File: src/rtl/tkx_pkg.sv
// Shared types and constants for the tweakey load controller.
package tkx_pkg;

    localparam int unsigned TKX_WORD_W = 32;
    localparam int unsigned TKX_WORDS  = 4;
    localparam int unsigned TKX_CNT_W  = 2;

    typedef enum logic [1:0] {
        IDLE = 2'd0,
        LOAD = 2'd1,
        DONE = 2'd2
    } tkx_state_e;

    // True when the beat counter sits on the final word slot.
    function automatic logic tkx_last_slot(input logic [TKX_CNT_W-1:0] cnt);
        return cnt == TKX_CNT_W'(TKX_WORDS - 1);
    endfunction

endpackage

File: src/rtl/tkx_load_ctrl.sv
// Streams a 128-bit tweakey, 32 bits per shift, into the tweakey register's shift chain.
// Optional zero padding of short tweakeys is enabled by defining TKX_LOAD_PAD_EN.
module tkx_load_ctrl
    import tkx_pkg::*;
(
    input  logic                  clk,
    input  logic                  rst,
    input  logic                  start,
    input  logic [TKX_WORD_W-1:0] pdi_data,
    input  logic                  pdi_valid,
    input  logic                  pdi_last,
    output logic                  pdi_ready,
    output logic [TKX_WORD_W-1:0] sdi,
    output logic                  se,
    output logic                  busy,
    output logic                  done
);

    tkx_state_e           state_q, state_d;
    logic [TKX_CNT_W-1:0] cnt_q, cnt_d;
    logic                 in_load;
    logic                 beat;
    logic                 shift;
    logic                 pad_active;

`ifdef TKX_LOAD_PAD_EN
    logic pad_q, pad_d;
    assign pad_active = pad_q;
`else
    logic unused_pdi_last;
    assign unused_pdi_last = pdi_last;
    assign pad_active      = 1'b0;
`endif

    // State register
    always_ff @(posedge clk) begin
        if (rst) begin
            state_q <= IDLE;
            cnt_q   <= '0;
`ifdef TKX_LOAD_PAD_EN
            pad_q   <= 1'b0;
`endif
        end else begin
            state_q <= state_d;
            cnt_q   <= cnt_d;
`ifdef TKX_LOAD_PAD_EN
            pad_q   <= pad_d;
`endif
        end
    end

    // Next-state logic
    always_comb begin
        state_d = state_q;
        cnt_d   = cnt_q;
`ifdef TKX_LOAD_PAD_EN
        pad_d   = pad_q;
`endif
        unique case (state_q)
            IDLE: begin
                if (start) begin
                    state_d = LOAD;
                    cnt_d   = '0;
                end
            end
            LOAD: begin
                if (shift) begin
                    cnt_d = cnt_q + TKX_CNT_W'(1);
                    if (tkx_last_slot(cnt_q)) begin
                        state_d = DONE;
`ifdef TKX_LOAD_PAD_EN
                        pad_d   = 1'b0;
`endif
                    end
`ifdef TKX_LOAD_PAD_EN
                    else if (beat && pdi_last) begin
                        pad_d = 1'b1;
                    end
`endif
                end
            end
            DONE: begin
                state_d = IDLE;
            end
            default: begin
                state_d = IDLE;
            end
        endcase
    end

    // Outputs are forced low while reset is asserted, whatever state_q holds.
    always_comb begin
        in_load   = (state_q == LOAD) && !rst;
        pdi_ready = in_load && !pad_active;
        beat      = pdi_valid && pdi_ready;
        shift     = beat || (in_load && pad_active);
        se        = shift;
        sdi       = beat ? pdi_data : '0;
        busy      = !rst && (state_q != IDLE);
        done      = !rst && (state_q == DONE);
    end

endmodule

File: config.mk
export PLATFORM = sky130hd
export DESIGN_NAME = tkx_load_ctrl
export DESIGN_NICKNAME = d
export VERILOG_FILES = /design/src/rtl/tkx_pkg.sv /design/src/rtl/tkx_load_ctrl.sv
export SDC_FILE = /design/constraint.sdc
export NUM_CORES = 1
export LEC_CHECK = 0
export ABC_CLOCK_PERIOD_IN_PS = 1100
export BUFFER_PORTS_ARGS = -buffer_cell sky130_fd_sc_hd__clkbuf_2
export CELL_PAD_IN_SITES_DETAIL_PLACEMENT = 2
export CELL_PAD_IN_SITES_GLOBAL_PLACEMENT = 2
export CORE_MARGIN = 2
export CORE_UTILIZATION = 10
export CTS_CLUSTER_DIAMETER = 40
export DETAILED_ROUTE_END_ITERATION = 16
export GPL_ROUTABILITY_DRIVEN = 0
export HOLD_SLACK_MARGIN = 0.15
export PLACE_DENSITY_LB_ADDON = 0.05
export SYNTH_ARGS = -nofsm -noshare
export SYNTH_HDL_FRONTEND = slang
export SYNTH_SLANG_ARGS = --single-unit
export TNS_END_PERCENT = 5
File: constraint.sdc
create_clock -name clk -period 1.1 [get_ports clk]
set_input_delay 0.055 -clock clk [delete_from_list [all_inputs] [get_ports clk]]
set_output_delay 0.055 -clock clk [all_outputs]
set_load 0.02 [all_outputs]
Word level (Yosys, flattened, before mapping)
Cells that the tools add are included.
W data, S select, Z words.
{"block": "totals", "inputBits": 37, "reg_bits": 4, "output_inout_bits": 36, "elab_cells": 27}
{"block": "classes", "n_addsub": 1, "reduce_logical": 10, "n_mux": 8, "eq_ne": 6}
{"op": "$mux W32", "count": 1}
{"op": "$mux W2", "count": 5}
{"op": "$pmux W2 S2", "count": 2}
{"op": "$ne A2 B2 Y1 const B", "count": 3}
{"op": "$reduce_and A3 Y1", "count": 2}
{"op": "$eq A2 B2 Y1 const B", "count": 2}
{"op": "$logic_and A1 B1 Y1", "count": 4}
{"op": "$reduce_bool A2 Y1", "count": 2}
{"op": "$add A2 B1 Y2 const B", "count": 1}
{"op": "$eq A2 B1 Y1 const B", "count": 1}
{"op": "$logic_not A2 Y1", "count": 1}
{"op": "$logic_not A1 Y1", "count": 1}

Depth between registers and ports, before layout
Gate-level depths: netlist (run 1).
{"block": "depth", "word_depth": 5, "depth_mapped": 5, "depth_no_buf": 3}

Least setup slack after synthesis (run 1)
Ideal clock, no wire load.
{"block": "synth_timing", "kind": "register to output", "from": "reg state_q[0]", "to": "out sdi[15]", "path_stages_with_launch": 6, "n_path_buf": 2, "t_arrival_ns": 1.076, "setup_slack_ns": -0.031, "path_cell_list": "dfxtp_1 > buf_6 > nand2_4 > nor3_4 > buf_6 > and2_2"}
{"block": "synth_via", "elab_chain_cells": 4}
{"item": "from (decl)", "line_no": "tkx_load_ctrl.sv:19", "source": "tkx_state_e state_q, state_d;"}
{"item": "from (signal assigned)", "line_no": "tkx_load_ctrl.sv:44", "source": "state_q <= state_d;"}
{"item": "$eq A2 B1 Y1", "line_no": "tkx_load_ctrl.sv:93", "source": "in_load = (state_q == LOAD) && !rst;"}
{"item": "$logic_and A1 B1 Y1", "line_no": "tkx_load_ctrl.sv:93"}
{"item": "$logic_and A1 B1 Y1", "line_no": "tkx_load_ctrl.sv:95", "source": "beat = pdi_valid && pdi_ready;"}
{"item": "via se", "line_no": "tkx_load_ctrl.sv:14", "source": "output logic se,"}
{"item": "$mux W32", "line_no": "tkx_load_ctrl.sv:98", "source": "sdi = beat ? pdi_data : '0;"}
{"item": "to (decl)", "line_no": "tkx_load_ctrl.sv:13", "source": "output logic [TKX_WORD_W-1:0] sdi,"}
The timed path passes the listed nets, and every way through them passes these cells.

Worst setup path in the final report (run 1)
{"block": "layout_timing", "from": "reg state_q[1]", "to": "out sdi[7]"}
{"block": "layout_via", "elab_chain_cells": 4}
{"item": "$eq A2 B1 Y1", "line_no": "tkx_load_ctrl.sv:93"}
{"item": "$logic_and A1 B1 Y1", "line_no": "tkx_load_ctrl.sv:93"}
{"item": "$logic_and A1 B1 Y1", "line_no": "tkx_load_ctrl.sv:95"}
{"item": "$mux W32", "line_no": "tkx_load_ctrl.sv:98"}
No other way between the ends.

==> impl_results.md, run 1 <==
* Row count at 25
* Hold Worst Slack at 0.2053 ns
* Area growth, synth to finish at 158.6%
* Drt pass-1 iters at 4
* Yosys Warn Count at 0
* Final HPWL DP at 1.915 mm
* DR WL/cell at 11.69 µm
* Synth top area share at between 20% and 30%
* Cell count after synthesis at 60
* GRT overflow at 0
* CP required at 1.04 ns
* Top_reg_cell synth: dfxtp_1
* Total power draw at ~0.72 mW
* Initial antenna violation count at 0
* Mean Syn Cell Area at 7.966 µm²
* Final hold vios at 0
* Net Sw Frac at 26.77%
* Logic pwr share at 35.7%
* Die X at roughly 73 µm
* Worst skew pair latency at approximately 0.22 ns
* Clk sinks at 4
* First-pass GRT wire length at 3.367 mm
* Largest cells by area after synthesis: and2_1 (26%), and2_2 (20%), dfxtp_1 (17%)
* Worst Tran Pin Value at 0.2379 ns
* Number of synthesized flops with an enable pin at 0
* Final WL at between 2 and 2.5 mm
* I/O Buffers at 71
* Filler Cells Inserted at 547
* Sequential Power Share at 21.8%
* Max-Cap Viols at 0
* Vias in the first global route at 724
* Final setup vio count at 33
* Tcrit/Tclk final at 122.6%
* Clock Power Share at 42.5%
* Rel. slew slack at 84.09%
* Register area share after synthesis at 16.75%
* Cts bufs inserted at 3
* Setup Skew at 0.002992 ns
* GRT Overall Usage at just over 8%
* Core box area at between 4000 and 5000 µm²
* Initial cell density of the core at 10.26%
* Htree depth at 1
* Failing checks: negative setup slack
* Kind of critical path: reg2out
* RSZ-0062 raised after global routing: true
* Clock Pin Slew Worst Setup and Hold Paths at 0.03 ns
* Antenna-violating nets left at 0
* Synth unique cells at 20
* Most frequent cell after synthesis: and2_1
* Net Sw Power at approximately 0.19 mW
* Final Critical Period at ~1.3 ns
* CTS tree: yes
* Ratio of cells with drive above 1 in the final layout at 77.37%
* Post-Syn Nets at 98
* Worst path arrival time at 1.29 ns
* Die H at 73.14 µm
* Synth area leader: and2_1
* Die area at 5349 µm²
* FF+latch count, synth at 4
* Crit path launch type: register
* Io pins at 73
* Total number of vias at 718
* Dpl cell area at 920.9 µm²
* Inserted Diodes at 0
* P per Cell Area at slightly below 600 nW/µm²
* Largest net degree at the start of global routing at 28
* Max clock buf depth at 2
* Final instance area at 1236 µm²
* Endpoint type of the worst setup path: output port
* Setup ws final at -0.2491 ns
* Hold crit path type: in2reg
* Async SR Flop Fraction at 0%
* Fin. max-slew vios at 0
* Final #Nets at 177
* Starting DRT DRC Count at 8
* Vias per Instance at 3.759
* Mapped cell area at 478.0 µm²
* Commonest cells in the netlist: and2_1 (20), and2_2 (13), buf_6 (4), dfxtp_1 (4), nor2_1 (3)
* Pint at 0.5309 mW
* VDD IR-drop max at 693.0 µV
* Hold_buf cts at 0
* CTS root buf: clkbuf_8
* F_max at ~740 MHz
* Pleak at 0.6324 nW
* Critical path fanouts, max at 27
* Status: finished, violations left
* DRC at 0
[metrics by stage]
stage	utilization, %	worst slack [ns]	TNS [ns]	instances
after floorplan	-	-0.03094	-0.8777	60
after global placement	19.76	-0.04362	-1.014	188
after detailed placement	19.76	-0.08604	-2.255	188
after CTS	26.17	-0.2625	-8.183	191
after global routing	26.52	-0.3332	-10.32	191
final	26.52	-0.2491	-7.624	191
[layout make-up]
cell class	instances	area, µm²	share of cell area [%]
clock buffer	3	41.29	3.340
inverter	2	7.507	0.6073
multi-input combinational	50	367.9	29.76
sequential	4	82.58	6.680
tap	54	67.56	5.466
timing repair buffer	78	669.4	54.15
[worst max-delay path: stages, from the launching register on]
cell,delay [ns]
dfxtp_2,0.33
nor3_4,0.26
buf_12,0.18
and2_1,0.15
clkbuf_8,0.15
[placed cells by master (no fill, tap or decap)]
cell type | netlist | routed
and3_2 | 1 | 1
nand2_4 | 1 | 1
buf_4 | 0 | 8
dfxtp_2 | 0 | 2
nor3_4 | 1 | 1
clkbuf_8 | 0 | 29
a21oi_2 | 0 | 1
clkbuf_2 | 0 | 41
nor4_2 | 0 | 1
inv_2 | 0 | 1
buf_6 | 4 | 1
nor3b_2 | 0 | 1
inv_1 | 2 | 1
o32a_2 | 1 | 1
nor3_2 | 0 | 1
a31oi_1 | 1 | 1
a211oi_1 | 1 | 1
o21ai_0 | 1 | 1
nand2_1 | 1 | 1
and2_4 | 0 | 1
buf_8 | 0 | 1
ha_1 | 1 | 1
o22ai_1 | 1 | 1
and2_1 | 20 | 19
and2_2 | 13 | 13
nor2_1 | 3 | 3
buf_12 | 0 | 1
dfxtp_1 | 4 | 2
[sequential cells by signal, summed over array words and instances, names as in the netlist]
signal / cells
cnt_q: 2
state_q: 2
[final timing paths]
path,start,cells after the start,to,slack [ns]
max,state_q[1]$_SDFFE_PP0P_,4,sdi[7],-0.25
min,start,3,state_q[0]$_SDFFE_PP0P_,0.21
min reg2reg,cnt_q[0]$_SDFFE_PP0P_,2,cnt_q[0]$_SDFFE_PP0P_,0.54
max reg2reg,state_q[0]$_SDFFE_PP0P_,4,cnt_q[0]$_SDFFE_PP0P_,0.06
[layer usage]
metal  global-route usage (%)  up-vias  wire length, µm
li1                         -      347                -
met1                    8.512      326              810
met2                    16.02       43             1223
met3                    1.105        2              182
met4                    2.469        0               15
met5                        0        -                0
[cell families (layout without fill, tap and decap cells)]
kind of cell	after synthesis	after routing	share of synthesized area, %
buf+inv	6	83	10.99
fa+ha+maj	1	1	2.617
compound gates	6	6	8.639
simple gates	43	43	60.99
flops	4	4	16.75
[power by group through the flow]
stage / logic, mW / registers (mW) / clock network, mW
final: 0.259 / 0.158 / 0.308
after detailed placement: 0.220 / 0.160 / 0
after global placement: 0.216 / 0.159 / 0
after floorplan: 0.108 / 0.157 / 0
after global routing: 0.282 / 0.159 / 0.322
after CTS: 0.257 / 0.158 / 0.313
[timing repair]
action	in CTS	in global routing
endpoints found under the hold margin	0	0
pin swaps	1	1
setup endpoints to repair	36	38
setup buffers	0	0
resized for setup	62	8
Power figures use the tool's default switching activity.
==> inputs of run 2 (changes only) <==
Settings changed: ABC_AREA set to 1.
==> run 2 against run 1 <==
The flow still finishes with violations (negative setup slack); clock power fell by 2%; utilization is 0.41 points lower; non-clock buffer count is the same; largest cell class unchanged.
==> impl_results.md, run 2 <==
* Logic pwr share at between 40% and 50%
* Setup ws final at -0.1978 ns
* Max clock buf depth at 2
* Inserted Diodes at 0
* Die H at about 80 µm
* Final setup vio count at 35
* Hold path start: rst
* Top_reg_cell synth: dfxtp_1
* R2r setup slk at 0.02 ns
* FF+latch count, synth at 4
* Worst reg2reg path depth at 6
* Failing checks: negative setup slack
* Fin. max-slew vios at 0
* Most frequent cells in the layout: inv_1 (38), clkbuf_2 (35), nor2_2 (26)
* Initial antenna violation count at 0
* Mux share of post-synthesis cell area at 0%
* Final WL at around 2.7 mm
* Mean Syn Cell Area at about 5.4 µm²
* Synth area leader: inv_1
* CTS root buf: clkbuf_8
* Io pins at 73
* Htree depth at 1
* Commonest cells in the netlist: inv_1 (38), nor2_1 (30), nor2_2 (9)
* Clk sinks at 4
* Ratio of cells with drive above 1 in the final layout at 63.54%
* Most frequent cell after synthesis: inv_1
* Yosys Warn Count at 0
* Post-synthesis simple-gate area fraction at 45.80%
* Post-Synth Adder-Cell Area at 2.268%
* Critical path fanouts, max at 15
* GRT Overall Usage at under 10%
* Die area at 6128 µm²
* Clock Power Share at 32.8%
* Worst path arrival time at 1.24 ns
* Most common cell after layout, fill and taps aside: inv_1
* Mapped cell area at 551.8 µm²
* Final instance area at approximately 1400 µm²
* Slowest-stage cell, CP: dfxtp_2
* Filler Cells Inserted at 662
* DR WL/cell at 10.77 µm
* Compound-cell area share of the yosys netlist at under 10%
* Largest net degree at the start of global routing at 21
* Row count at 27
* Clock Pin Slew Worst Setup and Hold Paths at 0.03 ns
* Critical path's top delay family: buffers and inverters
* Final Instance Count excl. Fillers at about 250
* Post-Syn Nets at 141
* Vias in the first global route at 899
* P per Cell Area at between 600 and 700 nW/µm²
* Tcrit/Tclk final at 118.0%
* WP buf/inv at 3
* Cell count after synthesis at 103
* Async SR Flop Fraction at 0%
* Sequential cell area at roughly 85 µm²
* Final #Nets at 221
* Status: finished, violations left
* Net Sw Power at 0.3179 mW
* Main combinational cell family by area after synthesis: simple AND/OR/NAND/NOR gates
* Critical path cell sequence: inv_4, nor2_8, nand3_4, buf_12, nor2_2, clkbuf_8
* Final core utilization at 26.11%
* Reg2Reg Launch Point: state_q[1]$_SDFFE_PP0P_
* Net Sw Frac at 34.63%
* Register area share after synthesis at 14.51%
* Total number of vias at 881
* Number of synthesized flops with an enable pin at 0
* Starting DRT DRC Count at 4
* Worst hold path stage count at 3
* Drt pass-1 iters at 2
* R2r endpoint: cnt_q[1]$_SDFFE_PP0P_
* Die X at a little under 80 µm
* Peak per-stage delay on the critical path at 0.34 ns
* DRC at 0
* CP required at 1.04 ns
* Pint at between 0.6 and 0.7 mW
* I/O Buffers at 71
* Pleak at slightly above 0.8 nW
* First-pass GRT wire length at just over 4 mm
* Setup Skew at 0.005042 ns
* Final Critical Period at 1.298 ns
* GRT overflow at 0
* Kind of critical path: reg2out
* DP Worst Slack at -0.03538 ns
* Vias per Instance at roughly 3.5
* Endpoint type of the worst setup path: output port
* Rel. slew slack at 80.92%
* Dpl cells at 249
* Dpl cell area at 1033 µm²
* Post-synthesis share of cell area spent on xor and xnor gates at 0%
* Crit path launch type: register
* Worst skew pair latency at around 0.21 ns
* Worst Tran Pin Value at 0.2843 ns
* Core box area at 5405 µm²
* CTS tree: yes
* Synth unique cells at 16
* Hold Path Sink: state_q[0]$_SDFFE_PP0P_
* Top flop regs: cnt_q (2), state_q (2)
* F_max at between 700 and 800 MHz
* Largest cells by area after synthesis: inv_1 (26%), nor2_1 (20%), dfxtp_1 (15%)
* VDD IR-drop max at 786.1 µV
* Hold Worst Slack at 0.1458 ns
* Total power draw at ~0.92 mW
* Final HPWL DP at 2.263 mm
* Cts bufs inserted at 3
* Sequential Power Share at 18.8%
* RSZ-0062 raised after global routing: true
* Final hold vios at 0
* Setup TNS at -6.035 ns
* Area growth, synth to finish at 155.8%
* Antenna-violating nets left at 0
* Hold crit path type: in2reg
* Multi-input gate area at about 360 µm²
* Synth top area share at 25.85%
* Initial cell density of the core at 10.21%
* Max-Cap Viols at 0
==> run 2: worst max-delay path by stage <==
stage          slack, ns                     from  depth (start not counted)  endpoint
2_1_floorplan      -0.07  state_q[0]$_SDFFE_PP0P_                          5    sdi[0]
3_5_place_dp       -0.04  state_q[0]$_SDFFE_PP0P_                          6   sdi[11]
3_3_place_gp       0.008  state_q[0]$_SDFFE_PP0P_                          6   sdi[25]
5_1_grt            -0.28  state_q[0]$_SDFFE_PP0P_                          6   sdi[16]
6_report           -0.20  state_q[0]$_SDFFE_PP0P_                          6    sdi[6]
4_1_cts            -0.23  state_q[0]$_SDFFE_PP0P_                          6   sdi[25]
==> run 2: routing by layer <==
layer  up-vias  global-route usage, %  share of wire [%]
met1       409                  7.884                 35
met3         0                  3.103                7.8
met4         0                 0.5263                  0
met2        35                  16.81                 57
li1        437                      -                  -
met5         -                      0                  0
==> run 2: layout make-up <==
class / instances / share of cell area, %
Tap cell: 72 / 6.383
Timing Repair Buffer: 78 / 48.49
Sequential cell: 4 / 6.028
Inverter: 39 / 10.55
Clock buffer: 3 / 2.926
Multi-Input combinational cell: 57 / 25.62
==> run 2: worst min-delay path: stages <==
cell and delay (ns):
clkbuf_2 0.09, buf_4 0.13, a31oi_1 0.04
==> run 2: what timing repair did <==
item	CTS	global route
endpoints found under the hold margin	1	0
gates cloned	0	0
hold buffers	1	0
gates resized for setup	74	33
setup buffers	0	0
endpoints found under the setup margin	38	38
==> run 2: cell families after synthesis <==
family	count (synthesis)
AND/OR/NAND/NOR	52
buffers and inverters	42
AO/OA/AOI/OAI	4
flip-flops	4
adder cells (fa/ha/maj)	1
==> run 2: power by group through the flow <==
| stage | sequential, mW | clock (mW) | combinational [mW] |
|---|---|---|---|
| 2_1_floorplan | 0.175 | 0 | 0.202 |
| 3_3_place_gp | 0.174 | 0 | 0.355 |
| 3_5_place_dp | 0.174 | 0 | 0.372 |
| 4_1_cts | 0.172 | 0.310 | 0.433 |
| 5_1_grt | 0.174 | 0.330 | 0.486 |
| 6_report | 0.173 | 0.301 | 0.444 |
